[src/rtl/practice_pkg.sv]
// practice_pkg: shared types, ASCII constants and key helpers for the
// letter-practice round sequencer.
package practice_pkg;

  typedef enum logic [2:0] {
    IDLE,
    PICK,
    WAIT,
    FEEDBACK,
    DONE
  } state_t;

  localparam logic [7:0] ASCII_A  = 8'h41;
  localparam logic [7:0] ASCII_Z  = 8'h5A;
  localparam logic [7:0] ASCII_LA = 8'h61;
  localparam logic [7:0] ASCII_LZ = 8'h7A;
  localparam logic [7:0] CASE_OFS = 8'h20;
  localparam logic [7:0] BLANK    = 8'h00;

  // Fold lowercase a-z onto uppercase; every other code passes through.
  function automatic logic [7:0] normalise_key(input logic [7:0] code);
    if (code >= ASCII_LA && code <= ASCII_LZ) begin
      return code - CASE_OFS;
    end
    return code;
  endfunction

  function automatic logic is_upper_letter(input logic [7:0] code);
    return (code >= ASCII_A) && (code <= ASCII_Z);
  endfunction

endpackage

[src/rtl/letter_lfsr.sv]
// letter_lfsr: free-running 5-bit Fibonacci LFSR (x^5 + x^3 + 1) used as
// the target-letter source. Maximal length, so it never reaches zero.
// Ports:
//   clk    in   system clock
//   reset  in   asynchronous active-high reset, loads 5'b00001
//   value  out  current LFSR state
module letter_lfsr (
  input  logic       clk,
  input  logic       reset,
  output logic [4:0] value
);

  logic [4:0] value_q;

  always_ff @(posedge clk or posedge reset) begin
    if (reset) begin
      value_q <= 5'b00001;
    end else begin
      value_q <= {value_q[3:0], value_q[4] ^ value_q[2]};
    end
  end

  assign value = value_q;

endmodule

[src/rtl/practice_controller.sv]
// practice_controller: round sequencer for the letter-practice screen.
// Picks a pseudo-random letter A-Z, waits for a keystroke or timeout,
// scores it, holds hit/miss feedback, and repeats for NUM_ROUNDS rounds.
// Ports:
//   clk        in   system clock (rising edge)
//   reset      in   asynchronous active-high reset
//   start      in   one-cycle pulse, begins a game from IDLE or DONE
//   key_valid  in   one-cycle strobe qualifying key_code
//   key_code   in   ASCII code of pressed key
//   letter     out  target ASCII letter, 0x00 when no round is active
//   hit        out  high during feedback after a correct key
//   miss       out  high during feedback after a wrong key or timeout
//   score      out  correct rounds in the current game
//   round      out  completed rounds in the current game
//   busy       out  high outside IDLE and DONE
//   done       out  high in DONE
module practice_controller
  import practice_pkg::*;
#(
  parameter int unsigned TIMEOUT_TICKS  = 100_000_000,
  parameter int unsigned FEEDBACK_TICKS = 25_000_000,
  parameter int unsigned NUM_ROUNDS     = 10
) (
  input  logic       clk,
  input  logic       reset,
  input  logic       start,
  input  logic       key_valid,
  input  logic [7:0] key_code,
  output logic [7:0] letter,
  output logic       hit,
  output logic       miss,
  output logic [7:0] score,
  output logic [7:0] round,
  output logic       busy,
  output logic       done
);

  localparam int unsigned CW = 27;
  localparam logic [CW-1:0] TO_LAST = CW'(TIMEOUT_TICKS - 1);
  localparam logic [CW-1:0] FB_LAST = CW'(FEEDBACK_TICKS - 1);
  localparam logic [7:0]    ROUNDS  = 8'(NUM_ROUNDS);

  state_t        state_q;
  logic [7:0]    letter_q;
  logic          hit_q;
  logic          miss_q;
  logic [7:0]    score_q;
  logic [7:0]    round_q;
  logic          busy_q;
  logic          done_q;
  logic [CW-1:0] to_cnt_q;
  logic [CW-1:0] fb_cnt_q;

  logic [4:0]    lfsr_value;
  logic [7:0]    key_norm;
  logic          key_accept;
  logic          lfsr_ok;
  logic [7:0]    score_d;
  logic [7:0]    round_d;

  letter_lfsr u_lfsr (
    .clk   (clk),
    .reset (reset),
    .value (lfsr_value)
  );

  always_comb begin
    key_norm   = normalise_key(key_code);
    key_accept = key_valid && is_upper_letter(key_norm);
    lfsr_ok    = (lfsr_value != 5'd0) && (lfsr_value <= 5'd26);
    score_d    = score_q + 8'd1;
    round_d    = round_q + 8'd1;
  end

  always_ff @(posedge clk or posedge reset) begin
    if (reset) begin
      state_q  <= IDLE;
      letter_q <= BLANK;
      hit_q    <= 1'b0;
      miss_q   <= 1'b0;
      score_q  <= '0;
      round_q  <= '0;
      busy_q   <= 1'b0;
      done_q   <= 1'b0;
      to_cnt_q <= '0;
      fb_cnt_q <= '0;
    end else begin
      case (state_q)
        IDLE: begin
          letter_q <= BLANK;
          if (start) begin
            score_q <= '0;
            round_q <= '0;
            busy_q  <= 1'b1;
            state_q <= PICK;
          end
        end

        // Values 27..31 have no letter; retry on the next LFSR step.
        PICK: begin
          if (lfsr_ok) begin
            letter_q <= ASCII_A - 8'd1 + {3'b000, lfsr_value};
            to_cnt_q <= '0;
            state_q  <= WAIT;
          end
        end

        // An accepted key takes priority over a timeout in the same cycle.
        WAIT: begin
          if (key_accept) begin
            if (key_norm == letter_q) begin
              hit_q   <= 1'b1;
              score_q <= score_d;
            end else begin
              miss_q <= 1'b1;
            end
            fb_cnt_q <= '0;
            state_q  <= FEEDBACK;
          end else if (to_cnt_q == TO_LAST) begin
            miss_q   <= 1'b1;
            fb_cnt_q <= '0;
            state_q  <= FEEDBACK;
          end else begin
            to_cnt_q <= to_cnt_q + 1'b1;
          end
        end

        FEEDBACK: begin
          if (fb_cnt_q == FB_LAST) begin
            hit_q   <= 1'b0;
            miss_q  <= 1'b0;
            round_q <= round_d;
            if (round_d == ROUNDS) begin
              letter_q <= BLANK;
              busy_q   <= 1'b0;
              done_q   <= 1'b1;
              state_q  <= DONE;
            end else begin
              state_q <= PICK;
            end
          end else begin
            fb_cnt_q <= fb_cnt_q + 1'b1;
          end
        end

        DONE: begin
          if (start) begin
            done_q  <= 1'b0;
            score_q <= '0;
            round_q <= '0;
            busy_q  <= 1'b1;
            state_q <= PICK;
          end
        end

        default: state_q <= IDLE;
      endcase
    end
  end

  assign letter = letter_q;
  assign hit    = hit_q;
  assign miss   = miss_q;
  assign score  = score_q;
  assign round  = round_q;
  assign busy   = busy_q;
  assign done   = done_q;

endmodule

[config.mk]
export PLATFORM = sky130hd
export DESIGN_NAME = practice_controller
export DESIGN_NICKNAME = d
export VERILOG_FILES = /design/src/rtl/practice_pkg.sv /design/src/rtl/letter_lfsr.sv /design/src/rtl/practice_controller.sv
export SDC_FILE = /design/constraint.sdc
export NUM_CORES = 1
export LEC_CHECK = 0
export CORE_MARGIN = 4
export CORE_UTILIZATION = 35
export CTS_BUF_LIST = sky130_fd_sc_hd__clkbuf_8
export CTS_CLUSTER_DIAMETER = 80
export CTS_CLUSTER_SIZE = 20
export DETAILED_ROUTE_END_ITERATION = 16
export GPL_ROUTABILITY_DRIVEN = 0
export SKIP_CTS_REPAIR_TIMING = 1
export SLEW_MARGIN = 20
export SYNTH_ARGS = -nofsm -noshare
export SYNTH_HDL_FRONTEND = slang
export SYNTH_SLANG_ARGS = --single-unit
[constraint.sdc]
create_clock -name clk -period 3.1 [get_ports clk]
set_clock_uncertainty 0.05 [all_clocks]
set_input_delay 0.465 -clock clk [delete_from_list [all_inputs] [get_ports clk]]
set_output_delay 0.465 -clock clk [all_outputs]
set_load 0.02 [all_outputs]
==> metrics.yaml, run 1 <==
outcome:
  status: "completed"
setup_path:
  crit_path_start_kind: "primary input"
  critical_path_peak_fanout: 6
  regToRegSetupSlack_ns: 0.36
  reg2reg_to: "to_cnt_q[16]"
  end_kind: "flip-flop"
  cp.required_ns: 3.31
  crit_type: "in2reg"
  setup.worst_path.start: "key_code[6]"
  rr_worst_depth: 8
  r2r_start: "to_cnt_q[0]"
  crit_arrival_ns: 2.97
  crit_path_end: "score[5]"
die:
  rows: 43
  die_area_mm2: 0.0163
  die_h_um: 128
  initial_core_util: 0.360
  die_x_um: 128
  top_level_ports: 40
  core_mm2: 0.0139
logic_synthesis:
  synth_cell_types: 68
  synth_top_area_frac: 0.434
  synth-seq-area-share: 0.440
  synth-main-ff-cell: "dfrtp_1"
  synth_edf_count: 0
  synth_async_sr_flop_share: 1.00
  synthCells: 567
  synth_area_leaders: "dfrtp_1, nor2_1, o21ai_0"
  synth-seq-cells: 88
  yosysWarningCount: 0
  synth_top_cell_by_area: "dfrtp_1"
  avgSynthCellArea_um2: 8.84
  netlist_area_mm2: 0.00501
detailed_routing:
  firstDrtPassIters: 5
  via_per_inst: 5.48
  ant_nets: 0
  top_layer_used: "met4"
  vias: 4354
  wl_met1_um: 6080
  drcViolationCount: 0
  wl_per_cell_um: 15.8
  wirelength_um: 12500
  dr_wl_met3_um: 567
  wl_met2_um: 5710
  drt_iter0_drc: 326
cts:
  cts_made_buffers: 9
  clock_path_buffers: 2
  clk_latency_ns: 0.38
  h-tree-depth: 3
  cts_tree: "done"
  clkTransAtPathRegs_ns: 0.09
  cts_sinks: 88
  root_buffer: "clkbuf_8"
timing:
  setup_slack_ns: 0.346
  slew_violations: 0
  hold_slack_ns: 0.372
  hold_viol_final: 0
  setup-violations-final: 0
  fin_tns_setup_ns: 0
  fin_crit_ns: 2.75
  worst_pin_slew_ns: 0.558
  clock.fmax_mhz: 363
  post-route-period-util: 0.888
  rsz0062_at_grt: "false"
  max_slew_margin: 0.628
global_routing:
  grt_use_total: 0.161
  grt_pass1_vias: 4349
  grt_max_degree: 89
  grt_pass1_wl_um: 21700
  antenna_found_initial: 0
  grt_overflow: 0
cells_and_area:
  postLayoutCoreUtil: 0.422
  seqCellArea_mm2: 0.00220
  synthToLayoutAreaGrowth_pct: 17.2
  drive_above_1_share: 0.0912
  multi_input_area_mm2: 0.00265
  nets: 627
  nFillCells: 1363
  antenna_cells: 0
placement:
  dp_slack_ns: -0.0208
  dp_hpwl_um: 8630
  io_buffers: 37
power:
  power.total_uw: 2370
  p_leak_uw: 0.00244
  ir_drop_v: 0.000273
  power_density_mw_per_mm2: 403
worst_hold_path:
  hp-class: "reg2reg"
  whs_path_depth: 0
run:
  cap_violations: 0
==> per-stage QoR <==
stage               area (um2)  std cells
finish                    5880        794
global route              5880        794
CTS                       5880        794
detailed placement        5630        778
global placement          5630        778
floorplan                 5020        568
==> cell usage after synthesis, types with 3 or more instances <==
| master | n |
|---|---|
| a22oi_1 | 6 |
| inv_1 | 11 |
| a31oi_1 | 9 |
| nand2_1 | 59 |
| nor2_1 | 64 |
| nor4_1 | 7 |
| nand3_1 | 38 |
| nor3_1 | 16 |
| dfrtp_1 | 87 |
| and3_1 | 13 |
| ha_1 | 6 |
| and2_1 | 4 |
| nor4b_1 | 4 |
| o21ai_0 | 47 |
| nand4_1 | 16 |
| or3_1 | 4 |
| buf_2 | 7 |
| xnor2_1 | 13 |
| a21oi_1 | 31 |
| o21a_1 | 7 |
| nor2b_1 | 6 |
| buf_4 | 4 |
| and4_1 | 5 |
| or4_4 | 3 |
| mux2i_1 | 7 |
| clkbuf_1 | 12 |
| a21o_1 | 5 |
| o31ai_1 | 8 |
| xor2_1 | 17 |
| o22ai_1 | 3 |
==> cells in the final DEF (no fill, tap or decap), types with 3 or more instances in the layout <==
cell | Yosys | routed
a21o_1 | 5 | 5
a21oi_1 | 31 | 31
a22oi_1 | 6 | 6
a31oi_1 | 9 | 9
and2_1 | 4 | 4
and3_1 | 13 | 13
and4_1 | 5 | 5
buf_4 | 4 | 16
bufinv_16 | 0 | 3
clkbuf_8 | 0 | 9
clkdlybuf4s50_1 | 0 | 37
clkinvlp_4 | 0 | 4
dfrtp_1 | 87 | 87
ha_1 | 6 | 6
inv_1 | 11 | 10
mux2i_1 | 7 | 7
nand2_1 | 59 | 59
nand3_1 | 38 | 38
nand4_1 | 16 | 16
nor2_1 | 64 | 64
nor2b_1 | 6 | 6
nor3_1 | 16 | 16
nor4_1 | 7 | 7
nor4b_1 | 4 | 4
o21a_1 | 7 | 7
o21ai_0 | 47 | 47
o22ai_1 | 3 | 3
o31ai_1 | 8 | 8
or3_1 | 4 | 4
or4_4 | 3 | 3
xnor2_1 | 13 | 13
xor2_1 | 17 | 17
==> layout make-up <==
cell class	instances	share of cell area
Multi-Input combinational cell	445	0.451
Sequential cell	88	0.375
Timing Repair Buffer	54	0.0869
Tap cell	180	0.0383
Clock buffer	9	0.0211
Clock inverter	7	0.0204
Inverter	11	0.00724
==> registers in the layout, summed over array words and instances (netlist names) <==
register / cells
fb_cnt_q: 27
to_cnt_q: 27
round: 8
score: 8
letter: 6
u_lfsr.value: 5
state_q: 3
busy: 1
done: 1
hit: 1
miss: 1
==> per-layer routing <==
layer,vias up,track usage
met5,-,0
met1,2109,0.222
met3,13,0.0442
li1,2145,-
met2,87,0.252
met4,0,0.0418
==> worst min-delay path by stage <==
stage	to	startpoint
after detailed placement	u_lfsr.value[1]	u_lfsr.value[0]
after global placement	u_lfsr.value[1]	u_lfsr.value[0]
after CTS	u_lfsr.value[1]	u_lfsr.value[0]
after floorplan	u_lfsr.value[2]	u_lfsr.value[1]
final	u_lfsr.value[1]	u_lfsr.value[0]
after global routing	u_lfsr.value[1]	u_lfsr.value[0]
==> critical path, stage by stage <==
cell and delay, ns:
clkdlybuf4s50_1 0.52, inv_1 0.10, ha_1 0.29, and3b_1 0.16, o22ai_1 0.09, nor4bb_1 0.50, o211a_1 0.32, o21ai_0 0.15
a221o_1 0.38
==> power breakdown <==
part,total [uW],internal (uW),switching (uW)
logic,195,80.1,115
clock network,976,535,442
registers,1200,1170,31.8
==> cell families after synthesis <==
| group | after synthesis | share of synthesized area |
|---|---|---|
| mux | 7 | 0.0140 |
| flops | 88 | 0.440 |
| xor+xnor | 30 | 0.0524 |
| other cells | 1 | 0.000748 |
| fa+ha+maj | 6 | 0.0150 |
| compound gates | 139 | 0.173 |
| simple gates | 261 | 0.272 |
| buf+inv | 35 | 0.0325 |
(Power assumes the default switching activity.)
==> run 2: changes to the inputs <==
Settings changed: SKIP_CTS_REPAIR_TIMING 1 to default.
Clock period 3.1 ns to 2.9 ns, I/O delays scaled along.
==> metrics.yaml, run 2 (synthesis gave the netlist of run 1 again) <==
outcome:
  status: "completed"
detailed_routing:
  drcViolationCount: 0  # unchanged
  ant_nets: 0  # unchanged
  wirelength_um: 12500  # -0.59%
  vias: 4449  # +2.2%
  wl_per_cell_um: 15.5  # -1.7%
  drt_iter0_drc: 275  # -16%
  firstDrtPassIters: 5  # unchanged
  via_per_inst: 5.54  # +1.0%
die:
  die_x_um: 128  # unchanged
  die_h_um: 128  # unchanged
  die_area_mm2: 0.0163  # unchanged
  initial_core_util: 0.360  # unchanged
  core_mm2: 0.0139  # unchanged
  rows: 43  # unchanged
  top_level_ports: 40  # unchanged
cts:
  cts_made_buffers: 9  # unchanged
  ctsHoldBuffers: 0
  clkTransAtPathRegs_ns: 0.08  # about the same
  cts_setup_buffers: 0
  cts_resized: 0
  cts_tree: "done"
  clk_latency_ns: 0.37  # about the same
  cts_sinks: 88  # unchanged
  root_buffer: "clkbuf_8"
  h-tree-depth: 3  # unchanged
  clock_path_buffers: 2  # unchanged
global_routing:
  use_met3: 0.0458  # +0.00167
  antenna_found_initial: 0  # unchanged
  grt_max_degree: 45  # -49%
  grt_pass1_wl_um: 21300  # -1.9%
  grt_overflow: 0  # unchanged
  grt_use_total: 0.159  # -0.00159
  busiest_layer: "met2"
  grt_pass1_vias: 4235  # -2.6%
  grtUsageMet1: 0.219  # -0.00290
  met2_usage: 0.249  # -0.00310
setup_path:
  critical_path_peak_fanout: 7  # +1
  rr_worst_depth: 8  # unchanged
  r2r_start: "to_cnt_q[0]"
  crit_path_end: "to_cnt_q[16]"
  reg2reg_to: "to_cnt_q[16]"
  regToRegSetupSlack_ns: 0.27  # -0.09 ns
  crit_top_cell: "or3_1"
  crit_chain: "ha_1 > nand3_1 > or3_1 > or3_1 > nand2_1 > buf_4 > nor3_1 > a21o_1"
  crit_path_start_kind: "flip-flop"
  critPathSlowestCell: "or3_1"
  cp.required_ns: 3.11  # -0.20 ns
  crit_type: "reg2reg"
  crit_arrival_ns: 2.83  # -0.14 ns
  setup.worst_path.start: "to_cnt_q[0]"
  end_kind: "flip-flop"
  critPathMaxStageDelay_ns: 0.56  # +0.04 ns
timing:
  rsz0062_at_grt: "false"
  max_slew_margin: 0.607  # -0.0211
  fin_crit_ns: 2.63
  hold_viol_final: 0  # unchanged
  setup_slack_ns: 0.273  # -0.0732 ns
  worst_pin_slew_ns: 0.590  # +0.0317 ns
  setup-violations-final: 0  # unchanged
  clock.fmax_mhz: 381
  slew_violations: 0  # unchanged
  post-route-period-util: 0.906
cells_and_area:
  drive_above_1_share: 0.0995  # +0.00831
  antenna_cells: 0  # unchanged
  synthToLayoutAreaGrowth_pct: 17.1
  top_regs: "fb_cnt_q x27, to_cnt_q x27"
  nets: 638  # +1.8%
  fin_cells: 803  # +1.1%
  most-common-layout-cells: "dfrtp_1, nor2_1, nand2_1, o21ai_0, nand3_1"
  layout_commonest_cell: "dfrtp_1"
placement:
  dp_hpwl_um: 9000  # +4.3%
  dp_slack_ns: -0.0115  # +0.00931 ns
  io_buffers: 37  # unchanged
  post-place-cells: 789  # +1.4%
power:
  p_leak_uw: 0.00248  # +1.5%
  power.total_uw: 2220  # -6.4%
  ir_drop_v: 0.000248  # -9.4%
  power_density_mw_per_mm2: 378  # -6.3%
run:
  cap_violations: 0  # unchanged
worst_hold_path:
  hp-class: "in2async"
run 2: changes by cell type in the layout (fill, tap and decap cells not counted), sizes merged:
cell	previous run	this run
buf	17	28
clkinvlp	4	0
bufinv	3	0
inv	10	13
clkbuf	9	10
clkinv	1	2
run 2: how the worst min path moves through the flow:
stage                            to  slack [ns]  cells after the start
global route           fb_cnt_q[24]        0.31                      2
finish                 fb_cnt_q[11]        0.31                      2
floorplan           u_lfsr.value[2]        0.34                      0
CTS                    fb_cnt_q[11]        0.31                      2
global placement    u_lfsr.value[1]        0.36                      0
detailed placement  u_lfsr.value[1]        0.36                      0
run 2: area by class of cell:
| cell class | count | area [um2] |
|---|---|---|
| Fill cell | 1351 | 8070 |
| Multi-Input combinational cell | 445 | 2650 |
| Sequential cell | 88 | 2200 |
| Timing Repair Buffer | 65 | 593 |
| Tap cell | 180 | 225 |
| Clock buffer | 10 | 138 |
| Inverter | 11 | 42.5 |
| Clock inverter | 4 | 16.3 |
run 2: worst max-delay path: cells and delay by family (launching register included):
family	cells	cell delay, ns
buffers and inverters	1	0.19
adders and majority gates	1	0.21
DFF	1	0.42
AOI/OAI and AO/OA	1	0.15
and+or+nand+nor	5	1.49
run 2: routing by layer:
layer,vias up,wire [um],share of wire
met5,-,0,0
met4,0,182,0.015
met3,14,624,0.050
met2,93,5870,0.47
met1,2183,5780,0.46
li1,2159,-,-
run 2: where the power goes:
part / leakage (uW) / internal, uW / total (uW) / switching [uW]
registers: 0.00105 / 1250 / 1280 / 33.1
clock network: 0.0000918 / 315 / 726 / 411
logic: 0.00133 / 88.0 / 212 / 124
total: 0.00248 / 1650 / 2220 / 568
run 2: per-stage QoR:
stage	utilization	hold slack [ns]	instance area (um2)	TNS [ns]
4_1_cts	0.421	0.308	5870	0
5_1_grt	0.421	0.314	5870	0
2_1_floorplan	-	0.339	5020	0
3_5_place_dp	0.410	0.357	5710	-0.0115
3_3_place_gp	0.410	0.357	5710	0
6_report	0.421	0.306	5870	0
==> run 3: changes to the inputs <==
Settings changed: DONT_BUFFER_PORTS from default to 1.
==> metrics.yaml, run 3 (synthesis gave the netlist of run 1 again) <==
outcome:
  status: "completed"
worst_hold_path:
  min_to: "score[2]"
  hp-class: "in2reg"
  min_from: "start"
  whs_path_depth: 3
setup_path:
  critPathSlowestCell: "nor4bb_1"
  critPathMaxStageDelay_ns: 0.65  # +0.09 ns
  r2r_start: "letter[0]"
  cp.required_ns: 3.12  # about the same
  reg2reg_to: "score[5]"
  critical_path_peak_fanout: 6  # -1
  end_kind: "flip-flop"
  crit_chain: "xor2_1 > nor3_1 > nor4bb_1 > o211a_1 > o21ai_0 > a221o_1"
  crit_path_start_kind: "flip-flop"
  regToRegSetupSlack_ns: 0.24  # -0.04 ns
  rr_worst_depth: 6  # -2
  crit_type: "reg2reg"
  crit_arrival_ns: 2.88  # +0.05 ns
die:
  die_h_um: 128  # unchanged
  rows: 43  # unchanged
  die_x_um: 128  # unchanged
  die_area_mm2: 0.0163  # unchanged
  top_level_ports: 40  # unchanged
  core_mm2: 0.0139  # unchanged
  initial_core_util: 0.360  # unchanged
timing:
  setup-violations-final: 0  # unchanged
  slew_violations: 0  # unchanged
  max_slew_margin: 0.541  # -0.0654
  clock.fmax_mhz: 375  # -1.3%
  fin_tns_setup_ns: 0  # unchanged
  post-route-period-util: 0.918  # +0.0123
  fin_crit_ns: 2.66  # +0.0358 ns
  rsz0062_at_grt: "false"
  setup_slack_ns: 0.237  # -0.0358 ns
  hold_viol_final: 0  # unchanged
  worst_pin_slew_ns: 0.679  # +0.0889 ns
placement:
  dp_slack_ns: 0.249  # +0.261 ns
  io_buffers: 0  # -100%
  dp_hpwl_um: 8850  # -1.7%
cts:
  h-tree-depth: 3  # unchanged
  cts_tree: "done"
  cts_made_buffers: 9  # unchanged
  cts_sinks: 88  # unchanged
  root_buffer: "clkbuf_8"
  clock_path_buffers: 2  # unchanged
  cts_resized: 0  # unchanged
  clk_latency_ns: 0.38  # about the same
  clkTransAtPathRegs_ns: 0.09  # about the same
global_routing:
  grt_use_total: 0.162  # +0.00270
  grt_overflow: 0  # unchanged
  grt_max_degree: 77  # +71%
  grt_pass1_vias: 4230  # -0.12%
  antenna_found_initial: 0  # unchanged
  grt_pass1_wl_um: 21600  # +1.7%
detailed_routing:
  firstDrtPassIters: 5  # unchanged
  ant_nets: 0  # unchanged
  drt_iter0_drc: 331  # +20%
  vias: 4300  # -3.3%
  wl_per_cell_um: 16.5  # +6.6%
  wirelength_um: 12500  # +0.63%
  drcViolationCount: 0  # unchanged
  via_per_inst: 5.67  # +2.4%
cells_and_area:
  most-common-layout-cells: "dfrtp_1, nor2_1, nand2_1, o21ai_0, nand3_1"
  nets: 591  # -7.4%
  antenna_cells: 0  # unchanged
  postLayoutCoreUtil: 0.395  # -0.0263
  top_regs: "fb_cnt_q x27, to_cnt_q x27"
  drive_above_1_share: 0.0969  # -0.00263
  synthToLayoutAreaGrowth_pct: 9.76
  layout_commonest_cell: "dfrtp_1"
run:
  cap_violations: 0  # unchanged
power:
  power.total_uw: 2430  # +9.7%
  p_leak_uw: 0.00233  # -6.2%
  power_density_mw_per_mm2: 442  # +17%
  ir_drop_v: 0.000341  # +38%
==> run 3: changes by cell type in the layout (fill, tap and decap cells not counted), sizes merged <==
cell and delta:
buf -11, bufinv +2, clkbuf +1, clkdlybuf4s50 -37, clkinv +2, dlygate4sd3 +1, inv -3
==> run 3: per-stage QoR <==
stage / hold WS [ns] / std cells / area, um2
after floorplan: 0.339 / 568 / 5020
after global placement: 0.209 / 741 / 5260
after detailed placement: 0.208 / 741 / 5260
after CTS: 0.263 / 758 / 5500
after global routing: 0.275 / 758 / 5500
final: 0.287 / 758 / 5500
==> run 3: worst max-delay path, delay by kind of cell, from the launching register on <==
family	cells	cell delay [ns]
AO/OA/AOI/OAI	3	0.90
XOR/XNOR	1	0.19
flip-flops	1	0.51
AND/OR/NAND/NOR	2	0.89
==> run 3: final cells by class <==
class                      count  area (um2)
fill                        1404        8430
multi-input combinational    445        2650
sequential                    88        2200
tap                          180         225
clock buffer                  11         151
timing repair buffer          18         150
clock inverter                 5        78.8
inverter                      11        42.5
==> run 3: worst max-delay path by stage <==
stage               slack (ns)       end         from
floorplan                 0.14      busy        reset
global placement          0.31  score[5]  key_code[6]
detailed placement        0.25  score[5]  key_code[6]
CTS                       0.28  score[5]    letter[0]
global route              0.09  score[5]    letter[0]
finish                    0.24  score[5]    letter[0]
==> run 3: what timing repair did <==
item	CTS	global route
setup endpoints to repair	0	0
hold buffers	1	0
setup buffers	0	0
endpoints found under the hold margin	12	0
==> run 3: where the power goes <==
group | internal (uW) | switching, uW | leakage, uW
clock | 531 | 454 | 0.000119
sequential | 1250 | 52.2 | 0.00105
combinational | 53.2 | 96.5 | 0.00115
total | 1830 | 603 | 0.00233
==> run 3: layer usage <==
| metal | vias up | global-route usage | routed length (um) |
|---|---|---|---|
| met5 | - | 0 | 0 |
| met4 | 0 | 0.0418 | 150 |
| met3 | 16 | 0.0433 | 709 |
| met2 | 114 | 0.257 | 5860 |
| met1 | 2100 | 0.221 | 5820 |
| li1 | 2070 | - | - |
